[src/rtl/pipeline_hazard_scheduler_pkg.sv]
// Shared definitions for the pipeline sequencing controller: FSM states,
// default producer latency and the instruction field layout.
package pipe_ctrl_pkg;

  typedef enum logic [1:0] {
    INIT  = 2'd0,
    RUN   = 2'd1,
    STALL = 2'd2,
    FLUSH = 2'd3
  } state_e;

  localparam int DEFAULT_LATENCY = 3;

  localparam int OPCODE_HI = 15;
  localparam int OPCODE_LO = 12;
  localparam int RD_HI     = 11;
  localparam int RD_LO     = 8;
  localparam int RS2_HI    = 7;
  localparam int RS2_LO    = 4;
  localparam int RS1_HI    = 3;
  localparam int RS1_LO    = 0;

endpackage

[src/rtl/pipeline_hazard_scheduler_scoreboard.sv]
// Per-register countdown scoreboard. A nonzero entry means the register has
// a write still travelling down the pipeline and must not be read at decode.
module hazard_scoreboard
  import pipe_ctrl_pkg::*;
#(
  parameter int NREGS   = 16,
  parameter int REG_AW  = 4,
  parameter int LATENCY = DEFAULT_LATENCY
) (
  input  logic              clk,
  input  logic              reset,
  input  logic              freeze,
  input  logic              load,
  input  logic [REG_AW-1:0] load_addr,
  input  logic [REG_AW-1:0] rd_addr_a,
  input  logic [REG_AW-1:0] rd_addr_b,
  output logic              busy_a,
  output logic              busy_b,
  output logic [NREGS-1:0]  busy_mask
);

  localparam int SB_W = $clog2(LATENCY + 1);
  localparam logic [SB_W-1:0] SB_LOAD = SB_W'(LATENCY);

  logic [SB_W-1:0] sb_q [NREGS];
  logic [SB_W-1:0] sb_d [NREGS];

  // Next count: a new issue reloads its entry, every other busy entry ticks down.
  always_comb begin
    for (int i = 0; i < NREGS; i++) begin
      sb_d[i] = sb_q[i];
      if (!freeze) begin
        if (load && (load_addr == REG_AW'(i))) begin
          sb_d[i] = SB_LOAD;
        end else if (sb_q[i] != '0) begin
          sb_d[i] = sb_q[i] - 1'b1;
        end
      end
    end
  end

  // Counter storage, cleared asynchronously so no stale hazards survive reset.
  always_ff @(posedge clk or negedge reset) begin
    if (!reset) begin
      for (int i = 0; i < NREGS; i++) begin
        sb_q[i] <= '0;
      end
    end else begin
      for (int i = 0; i < NREGS; i++) begin
        sb_q[i] <= sb_d[i];
      end
    end
  end

  // Busy flags for the two decode read ports and the full mask.
  always_comb begin
    busy_a = (sb_q[rd_addr_a] != '0);
    busy_b = (sb_q[rd_addr_b] != '0);
    for (int i = 0; i < NREGS; i++) begin
      busy_mask[i] = (sb_q[i] != '0);
    end
  end

endmodule

[src/rtl/pipeline_hazard_scheduler.sv]
// Central sequencing controller for the 5-stage pipeline: RAW stall
// detection, post-redirect / post-reset flushing, and global freeze.
module pipeline_hazard_scheduler
  import pipe_ctrl_pkg::*;
#(
  parameter int NREGS   = 16,
  parameter int REG_AW  = 4,
  parameter int LATENCY = DEFAULT_LATENCY,
  parameter int CNT_W   = 16
) (
  input  logic              clk,
  input  logic              reset,
  input  logic              dec_valid,
  input  logic [REG_AW-1:0] dec_rs1,
  input  logic [REG_AW-1:0] dec_rs2,
  input  logic [REG_AW-1:0] dec_rd,
  input  logic              dec_use_rs1,
  input  logic              dec_use_rs2,
  input  logic              dec_wre,
  input  logic              redirect,
  input  logic              ext_stall,
  output logic              pc_en,
  output logic              fd_en,
  output logic              fd_flush,
  output logic              de_en,
  output logic              de_flush,
  output logic              em_en,
  output logic              issue,
  output logic [NREGS-1:0]  busy_mask,
  output logic [CNT_W-1:0]  stall_cnt
);

  state_e           state_q, state_d;
  logic [CNT_W-1:0] stall_cnt_q, stall_cnt_d;
  logic             busy_rs1, busy_rs2;
  logic             hazard;
  logic             sb_load;

  hazard_scoreboard #(
    .NREGS   (NREGS),
    .REG_AW  (REG_AW),
    .LATENCY (LATENCY)
  ) u_scoreboard (
    .clk       (clk),
    .reset     (reset),
    .freeze    (ext_stall),
    .load      (sb_load),
    .load_addr (dec_rd),
    .rd_addr_a (dec_rs1),
    .rd_addr_b (dec_rs2),
    .busy_a    (busy_rs1),
    .busy_b    (busy_rs2),
    .busy_mask (busy_mask)
  );

  // Hazard uses only the registered scoreboard, so an instruction never sees its own rd.
  always_comb begin
    hazard = dec_valid & ((dec_use_rs1 & busy_rs1) | (dec_use_rs2 & busy_rs2));
  end

  // Output decode and next-state: freeze beats redirect, redirect beats hazard, hazard beats issue.
  always_comb begin
    pc_en       = 1'b0;
    fd_en       = 1'b0;
    fd_flush    = 1'b0;
    de_en       = 1'b0;
    de_flush    = 1'b0;
    em_en       = 1'b0;
    issue       = 1'b0;
    sb_load     = 1'b0;
    state_d     = state_q;
    stall_cnt_d = stall_cnt_q;
    if (!reset) begin
      fd_flush = 1'b1;
      de_flush = 1'b1;
    end else if (ext_stall) begin
      state_d = state_q;
    end else begin
      case (state_q)
        INIT: begin
          pc_en    = 1'b1;
          fd_flush = 1'b1;
          de_flush = 1'b1;
          em_en    = 1'b1;
          state_d  = RUN;
        end
        FLUSH: begin
          pc_en    = 1'b1;
          fd_flush = 1'b1;
          de_flush = 1'b1;
          em_en    = 1'b1;
          state_d  = redirect ? FLUSH : RUN;
        end
        RUN, STALL: begin
          if (redirect) begin
            pc_en    = 1'b1;
            fd_en    = 1'b1;
            fd_flush = 1'b1;
            de_en    = 1'b1;
            de_flush = 1'b1;
            em_en    = 1'b1;
            state_d  = FLUSH;
          end else if (hazard) begin
            de_en       = 1'b1;
            de_flush    = 1'b1;
            em_en       = 1'b1;
            stall_cnt_d = (&stall_cnt_q) ? stall_cnt_q : stall_cnt_q + 1'b1;
            state_d     = STALL;
          end else begin
            pc_en   = 1'b1;
            fd_en   = 1'b1;
            de_en   = 1'b1;
            em_en   = 1'b1;
            issue   = dec_valid;
            sb_load = dec_valid & dec_wre;
            state_d = RUN;
          end
        end
        default: state_d = INIT;
      endcase
    end
  end

  // State and stall statistics registers.
  always_ff @(posedge clk or negedge reset) begin
    if (!reset) begin
      state_q     <= INIT;
      stall_cnt_q <= '0;
    end else begin
      state_q     <= state_d;
      stall_cnt_q <= stall_cnt_d;
    end
  end

  assign stall_cnt = stall_cnt_q;

endmodule

[config.mk]
export PLATFORM = sky130hd
export DESIGN_NAME = pipeline_hazard_scheduler
export DESIGN_NICKNAME = d
export VERILOG_FILES = /design/src/rtl/pipeline_hazard_scheduler_pkg.sv /design/src/rtl/pipeline_hazard_scheduler_scoreboard.sv /design/src/rtl/pipeline_hazard_scheduler.sv
export SDC_FILE = /design/constraint.sdc
export NUM_CORES = 1
export LEC_CHECK = 0
export CAP_MARGIN = 20
export CORE_ASPECT_RATIO = 0.9
export CORE_MARGIN = 10
export CORE_UTILIZATION = 40
export DETAILED_ROUTE_END_ITERATION = 7
export PLACE_DENSITY = 0.7
export SYNTH_ARGS = -nofsm -noshare
export SYNTH_HDL_FRONTEND = slang
export SYNTH_SLANG_ARGS = --single-unit
[constraint.sdc]
create_clock -name clk -period 3.9 [get_ports clk]
set_input_delay 0.585 -clock clk [delete_from_list [all_inputs] [get_ports clk]]
set_output_delay 0.585 -clock clk [all_outputs]
set_load 0.01 [all_outputs]
==> flow_summary.toml, run 1 <==
[outcome]
status = "finished clean"

[critical_path]
end_kind = "output pin"
worstSetupStartpointType = "primary input"
timing.rr.start = "u_scoreboard.sb_q[0]$_DFFE_PN0P_"
cp_cell_sequence = "clkdlybuf4s50_1 > buf_4 > nor3_1 > a21oi_1 > o22ai_1 > or4_1 > buf_4 > nand3_1 > inv_1 > clkdlybuf4s50_1"
r2r_cells = 6
r2r_end = "stall_cnt[1]$_DFFE_PN0P_"
max_stage_delay_ns = 0.56
path_max_fanout = 8
critPathBufInv = 5
worstPathRequired_ns = 3.31
cp.arrival_ns = 3.09
path_class = "in -> out"
reg2reg_slack_ns = 1.32
cp_top_family = "buffers and inverters"
critPathSlowestCell = "clkdlybuf4s50_1"

[route]
drt_wl_total_um = 8157
vias = 2807
wl_met2_um = 3627
wl_met3_um = 712
m1WireLength_um = 3803
drt_iter0_markers = 152
viasPerCell = 5.398
first_pass_iters = 4
wl_per_cell_um = 15.69
drcViolationCount = 0
highest_layer = "met4"
final_antenna_net_count = 0

[power]
power_frac_comb_pct = 48.5
ir_worst_vdd_uv = 270.5
seqPwrFrac_pct = 38.3
switching_share_pct = 39.26
clockPowerShare_pct = 13.2
power_density_mw_per_mm2 = 597.1
p_int_w = 0.001450
p_sw_w = 0.0009371
leakagePower_nw = 1.796

[placed_design]
port_buffers = 58
dpl_worst_slack_ns = 0.04469
dp_hpwl_um = 6148
gp_congestion = 0.9583
placement.cell_area_mm2 = 0.003897

[cts]
root_buffer = "clkbuf_8"
postCtsHoldBufs = 0
path_clk_slew_ns = 0.09
cts.htree.levels = 2
clock_sinks = 50
clock_latency_ns = 0.31
post_cts_buffers = 0
cts_tree = "yes"
numCtsBuffers = 5
postCtsResizedCells = 0
ctsLongestPathBuffers = 2

[timing]
relSlewSlack_pct = 58.52
period_share_pct = 94.16
slew_viol_final = 0
hold_violations = 0
worst_slack_ns = 0.2278
fin_crit_ns = 3.672
max_freq_mhz = 272.3
finalSetupTns_ns = 0
finalClockSkew_ns = 0.007311
rsz0062_at_grt = "false"
tightest_slew_ns = 0.6222
finalSetupViolCount = 0

[grt]
globalRouteOverflowTotal = 0
grt_pass1_vias = 2778
antenna_found_initial = 0
grt_max_degree = 51
grt_pass1_wl_um = 13760
grtUsageTotal_pct = 13.70

[yosys]
yosys_warnings = 0
synth_area_mm2 = 0.003202
synth_cell_types = 44
synth_fp_nets = 402
ys_seq_area_share_pct = 39.08
avgSynthCellArea_um2 = 8.820
synth_cells = 363
ys_seq_elements = 50

[die]
die_w_um = 114.3
rows = 30
start_util_pct = 41.81
dieArea_mm2 = 0.01199
io_pins = 59
coreArea_mm2 = 0.007657
dieHeight_um = 104.9

[final_layout]
seq_area_mm2 = 0.001251
finalInstanceArea_mm2 = 0.003998
nNetsFinal = 462
fin_util_pct = 52.21
area.growth.synth_to_final_pct = 24.85
drive_above_1_share_pct = 6.368
insertedDiodeCount = 0
filler_cell_count = 710
multi_input_area_mm2 = 0.001669

[flow_run]
drv_cap = 0

[hold_path]
hold_class = "in -> async"
==> metal layers <==
metal,vias to the layer above,global-route usage (%)
li1,1377,-
met1,1349,18.44
met3,2,5.260
met4,0,1.789
met5,-,0
met2,79,20.79
==> Yosys cell counts (all sizes together) <==
cell     instances  share of area, %
or3b             3              0.82
nor2            26               3.0
and3             9               1.8
mux2             1              0.35
a311oi           3              0.82
and4             1              0.27
a2111oi          3              0.82
nor3            12               1.9
and2             2              0.39
o41ai            1              0.27
mux4             1              0.70
a211o            1              0.27
dfrtp           50                39
nand4            8               2.0
or4              1              0.23
o22ai            1              0.20
a21oi            8               1.6
nor3b            3              0.70
xor2             1              0.27
nand3b           4              0.94
inv             58               6.8
buf             11               1.8
clkbuf           3              0.35
nand3           11               1.7
o211ai           3              0.70
xnor2           30               8.2
ha              19               7.4
nor4b            1              0.27
or3              3              0.74
a211oi           1              0.23
o21ai           20               3.1
o31ai           33               7.7
nand2           23               2.7
nor2b            2              0.39
a31oi            2              0.39
o2111a           1              0.35
o21bai           1              0.23
nand2b           1              0.20
o311ai           1              0.27
==> through the flow <==
stage          power [W]  hold slack [ns]  instances
2_1_floorplan   0.001652           0.2894        363
3_3_place_gp    0.002042           0.4791        512
3_5_place_dp    0.002086           0.4778        512
4_1_cts         0.002405           0.4861        520
5_1_grt         0.002617           0.5140        520
6_report        0.002387           0.4571        520
==> cells in the final DEF (no fill, tap or decap), types with 3 or more instances in the layout <==
cell             synthesis  layout
inv_1                   58      58
clkdlybuf4s50_1          0      55
dfrtp_1                 50      50
o31ai_1                 33      33
xnor2_1                 30      30
nor2_1                  26      26
nand2_1                 23      22
o21ai_0                 20      20
ha_1                    19      19
nor3_1                  12      12
nand3_1                 11      11
and3_1                   9       9
buf_4                    0       9
a21oi_1                  7       7
nand4_1                  6       6
clkbuf_8                 0       6
nand3b_1                 4       4
or3b_2                   3       3
nor3b_1                  3       3
o211ai_1                 3       3
a311oi_1                 3       3
==> power by group through the flow <==
stage               logic [W]  clock network, W  registers [W]
floorplan            0.000779                 0       0.000873
global placement      0.00113                 0       0.000915
detailed placement    0.00117                 0       0.000919
CTS                   0.00118          0.000319       0.000909
global route          0.00133          0.000341       0.000948
finish                0.00116          0.000315       0.000914
==> logic make-up after synthesis <==
kind of cell | after synthesis | synth area share (%)
xor gates and xnor gates | 31 | 8.480
muxes | 2 | 1.055
and+or+nand+nor | 110 | 18.01
buffers and inverters | 72 | 8.910
AOI/OAI and AO/OA | 79 | 17.04
DFF | 50 | 39.08
adders and majority gates | 19 | 7.425
==> worst max path at each step <==
| stage | end | slack [ns] | depth (start not counted) | start |
|---|---|---|---|---|
| 4_1_cts | de_flush | 0.03 | 8 | dec_rs2[1] |
| 5_1_grt | issue | 0.12 | 9 | dec_rs1[2] |
| 3_5_place_dp | de_flush | 0.04 | 8 | dec_rs2[1] |
| 2_1_floorplan | issue | 1.02 | 7 | dec_rs2[0] |
| 3_3_place_gp | de_flush | 0.02 | 8 | dec_rs2[1] |
| 6_report | issue | 0.23 | 10 | dec_rs1[0] |
==> state kept, by name, summed over array words and instances (netlist names) <==
register           flops
state_q                2
stall_cnt             16
u_scoreboard.sb_q     32
==> final cells by class <==
| type | count | area share [%] |
|---|---|---|
| clock buffers | 7 | 2.160 |
| clock inverters | 1 | 0.1252 |
| inverters | 58 | 5.446 |
| multi-input cells | 241 | 41.75 |
| flip-flops and latches | 50 | 31.30 |
| well taps | 96 | 3.005 |
| repair buffers | 67 | 16.21 |
Note: power is estimated with default switching activity, not from simulation.
==> run 2, diff against run 1 <==
--- a/config.mk
+++ b/config.mk
@@ -10,7 +10,7 @@
 export CORE_MARGIN = 10
 export CORE_UTILIZATION = 40
 export DETAILED_ROUTE_END_ITERATION = 7
-export PLACE_DENSITY = 0.7
+export PLACE_DENSITY = 0.72
 export SYNTH_ARGS = -nofsm -noshare
 export SYNTH_HDL_FRONTEND = slang
 export SYNTH_SLANG_ARGS = --single-unit
==> constraint.sdc (replaced) <==
create_clock -name clk -period 3.36 [get_ports clk]
set_input_delay 0.504 -clock clk [delete_from_list [all_inputs] [get_ports clk]]
set_output_delay 0.504 -clock clk [all_outputs]
set_load 0.01 [all_outputs]
==> run 2 against run 1 <==
Effect of this change:
- core utilization is 0.67 points higher
- total power increased by 17%
- hold slack worse by 0.080 ns
- highest routed layer unchanged
- die area is the same
- via count grew 2.0%
- global-route usage increased by 0.62 points
- flip-flop and latch count did not move
- sequential power up 16%
- sequential share of layout area is 0.40 points lower
- wire length up 3.8%
- first-iteration DRC count is 29% higher
- clock-buffer cell count unchanged
==> flow_summary.toml, run 2 (same netlist as run 1, synthesis figures left out) <==
[cts]
clock_latency_ns = 0.31
postCtsHoldBufs = 0
postCtsResizedCells = 10
cts.htree.levels = 2
post_cts_buffers = 0
cts_tree = "yes"
clock_sinks = 50
ctsLongestPathBuffers = 2
numCtsBuffers = 5
path_clk_slew_ns = 0.09
root_buffer = "clkbuf_8"

[route]
viasPerCell = 5.433
first_pass_iters = 4
drcViolationCount = 0
drt_wl_total_um = 8469
vias = 2863
final_antenna_net_count = 0
drt_iter0_markers = 196
wl_per_cell_um = 16.07

[critical_path]
max_stage_delay_ns = 0.60
cp_top_family = "buffers and inverters"
worstSetupStartpointType = "primary input"
critPathBufInv = 4
cp.arrival_ns = 2.71
end_kind = "output pin"
path_max_fanout = 5
cp_cell_sequence = "clkdlybuf4s50_1 > nor3_1 > a311oi_1 > o41ai_1 > or4_1 > buf_4 > nand3_2 > inv_1 > dlygate4sd2_1"
worstPathRequired_ns = 2.86
critPathSlowestCell = "or4_1"
path_class = "in -> out"

[final_layout]
largest_register_ffs = 32
insertedDiodeCount = 0
area.growth.synth_to_final_pct = 26.46
nNetsFinal = 469
filler_cell_count = 746
final_cell_mix = "inv_1 (58), clkdlybuf4s50_1 (51), dfrtp_1 (50), o31ai_1 (33), xnor2_1 (30)"
layout_commonest_cell = "inv_1"
fin_cells = 527
multi_input_area_mm2 = 0.001674
finalInstanceArea_mm2 = 0.004049
largest_register = "u_scoreboard.sb_q"
seq_area_mm2 = 0.001251
drive_above_1_share_pct = 8.353

[timing]
hold_violations = 0
rsz0062_at_grt = "false"
finalSetupTns_ns = 0
max_freq_mhz = 311.3
worst_slack_ns = 0.1478
tightest_slew_ns = 0.6374
fin_crit_ns = 3.212
period_share_pct = 95.60
finalClockSkew_ns = 0.008027
slew_viol_final = 0
finalSetupViolCount = 0
relSlewSlack_pct = 57.51

[grt]
grtUsageTotal_pct = 14.33
globalRouteOverflowTotal = 0
grt_max_degree = 51
grt_pass1_vias = 2839
grt_pass1_wl_um = 14370
antenna_found_initial = 0

[die]
die_w_um = 114.3
dieHeight_um = 104.9
start_util_pct = 41.81
io_pins = 59
rows = 30
coreArea_mm2 = 0.007657
dieArea_mm2 = 0.01199

[power]
leakagePower_nw = 1.840
power_density_mw_per_mm2 = 690.6
total_power_w = 0.002796
ir_worst_vdd_uv = 326.5

[placed_design]
placement.cell_area_mm2 = 0.003950
dp_cells = 519
gp_congestion = 0.8928
port_buffers = 58
dpl_worst_slack_ns = -0.3226
dp_hpwl_um = 6333

[hold_path]
hold_class = "in -> async"

[flow_run]
drv_cap = 0

[outcome]
status = "finished clean"
run 2: power breakdown:
group	switching, W	internal [W]	total [W]	leakage, nW
clock network	0.000206	0.000167	0.000373	0.0482
registers	0.000236	0.000829	0.00106	0.609
logic	0.000667	0.000692	0.00136	1.18
total	0.00111	0.00169	0.00280	1.84
run 2: final cells by class:
| cell class | count | area share, % |
|---|---|---|
| multi-input cells | 241 | 41.35 |
| flip-flops and latches | 50 | 30.90 |
| repair buffers | 74 | 17.15 |
| inverters | 58 | 5.377 |
| well taps | 96 | 2.967 |
| clock buffers | 7 | 2.132 |
| clock inverters | 1 | 0.1236 |
run 2: worst register-to-register path, stage by stage (launching register included):
cell and delay, ns:
dfrtp_1 0.39, nor2_1 0.08, mux4_2 0.47, a211o_1 0.31, or3_4 0.42, buf_4 0.16
a21oi_4 0.22, buf_4 0.19, nand4_1 0.11, xnor2_1 0.15
run 2: worst paths after layout:
kind                                                        from  slack, ns                   endpoint  cells past startpoint
worst max register to register  u_scoreboard.sb_q[0]$_DFFE_PN0P_       0.73   stall_cnt[3]$_DFFE_PN0P_                      9
worst min-delay path                                       reset       0.38  stall_cnt[14]$_DFFE_PN0P_                      2
worst max-delay path                                  dec_rs1[1]       0.15                      issue                      9
min in group clk                        stall_cnt[5]$_DFFE_PN0P_       0.49   stall_cnt[5]$_DFFE_PN0P_                      1
worst min register to register          stall_cnt[5]$_DFFE_PN0P_       0.49   stall_cnt[5]$_DFFE_PN0P_                      1
max in group asynchronous                                  reset       2.56   stall_cnt[0]$_DFFE_PN0P_                      2
run 2: routing by layer:
layer | vias up | global-route usage, % | share of wire, % | wire [um]
met4 | 0 | 3.488 | 1.5 | 127
met5 | - | 0 | 0 | 0
met2 | 98 | 21.76 | 44 | 3724
li1 | 1391 | - | - | -
met3 | 10 | 4.117 | 9.1 | 769
met1 | 1364 | 19.44 | 45 | 3848
run 2: stage by stage:
step / util (%) / hold WS [ns]
floorplan: - / 0.2084
global route: 52.88 / 0.4379
finish: 52.88 / 0.3775
global placement: 51.59 / 0.4756
detailed placement: 51.59 / 0.4757
CTS: 52.84 / 0.4083
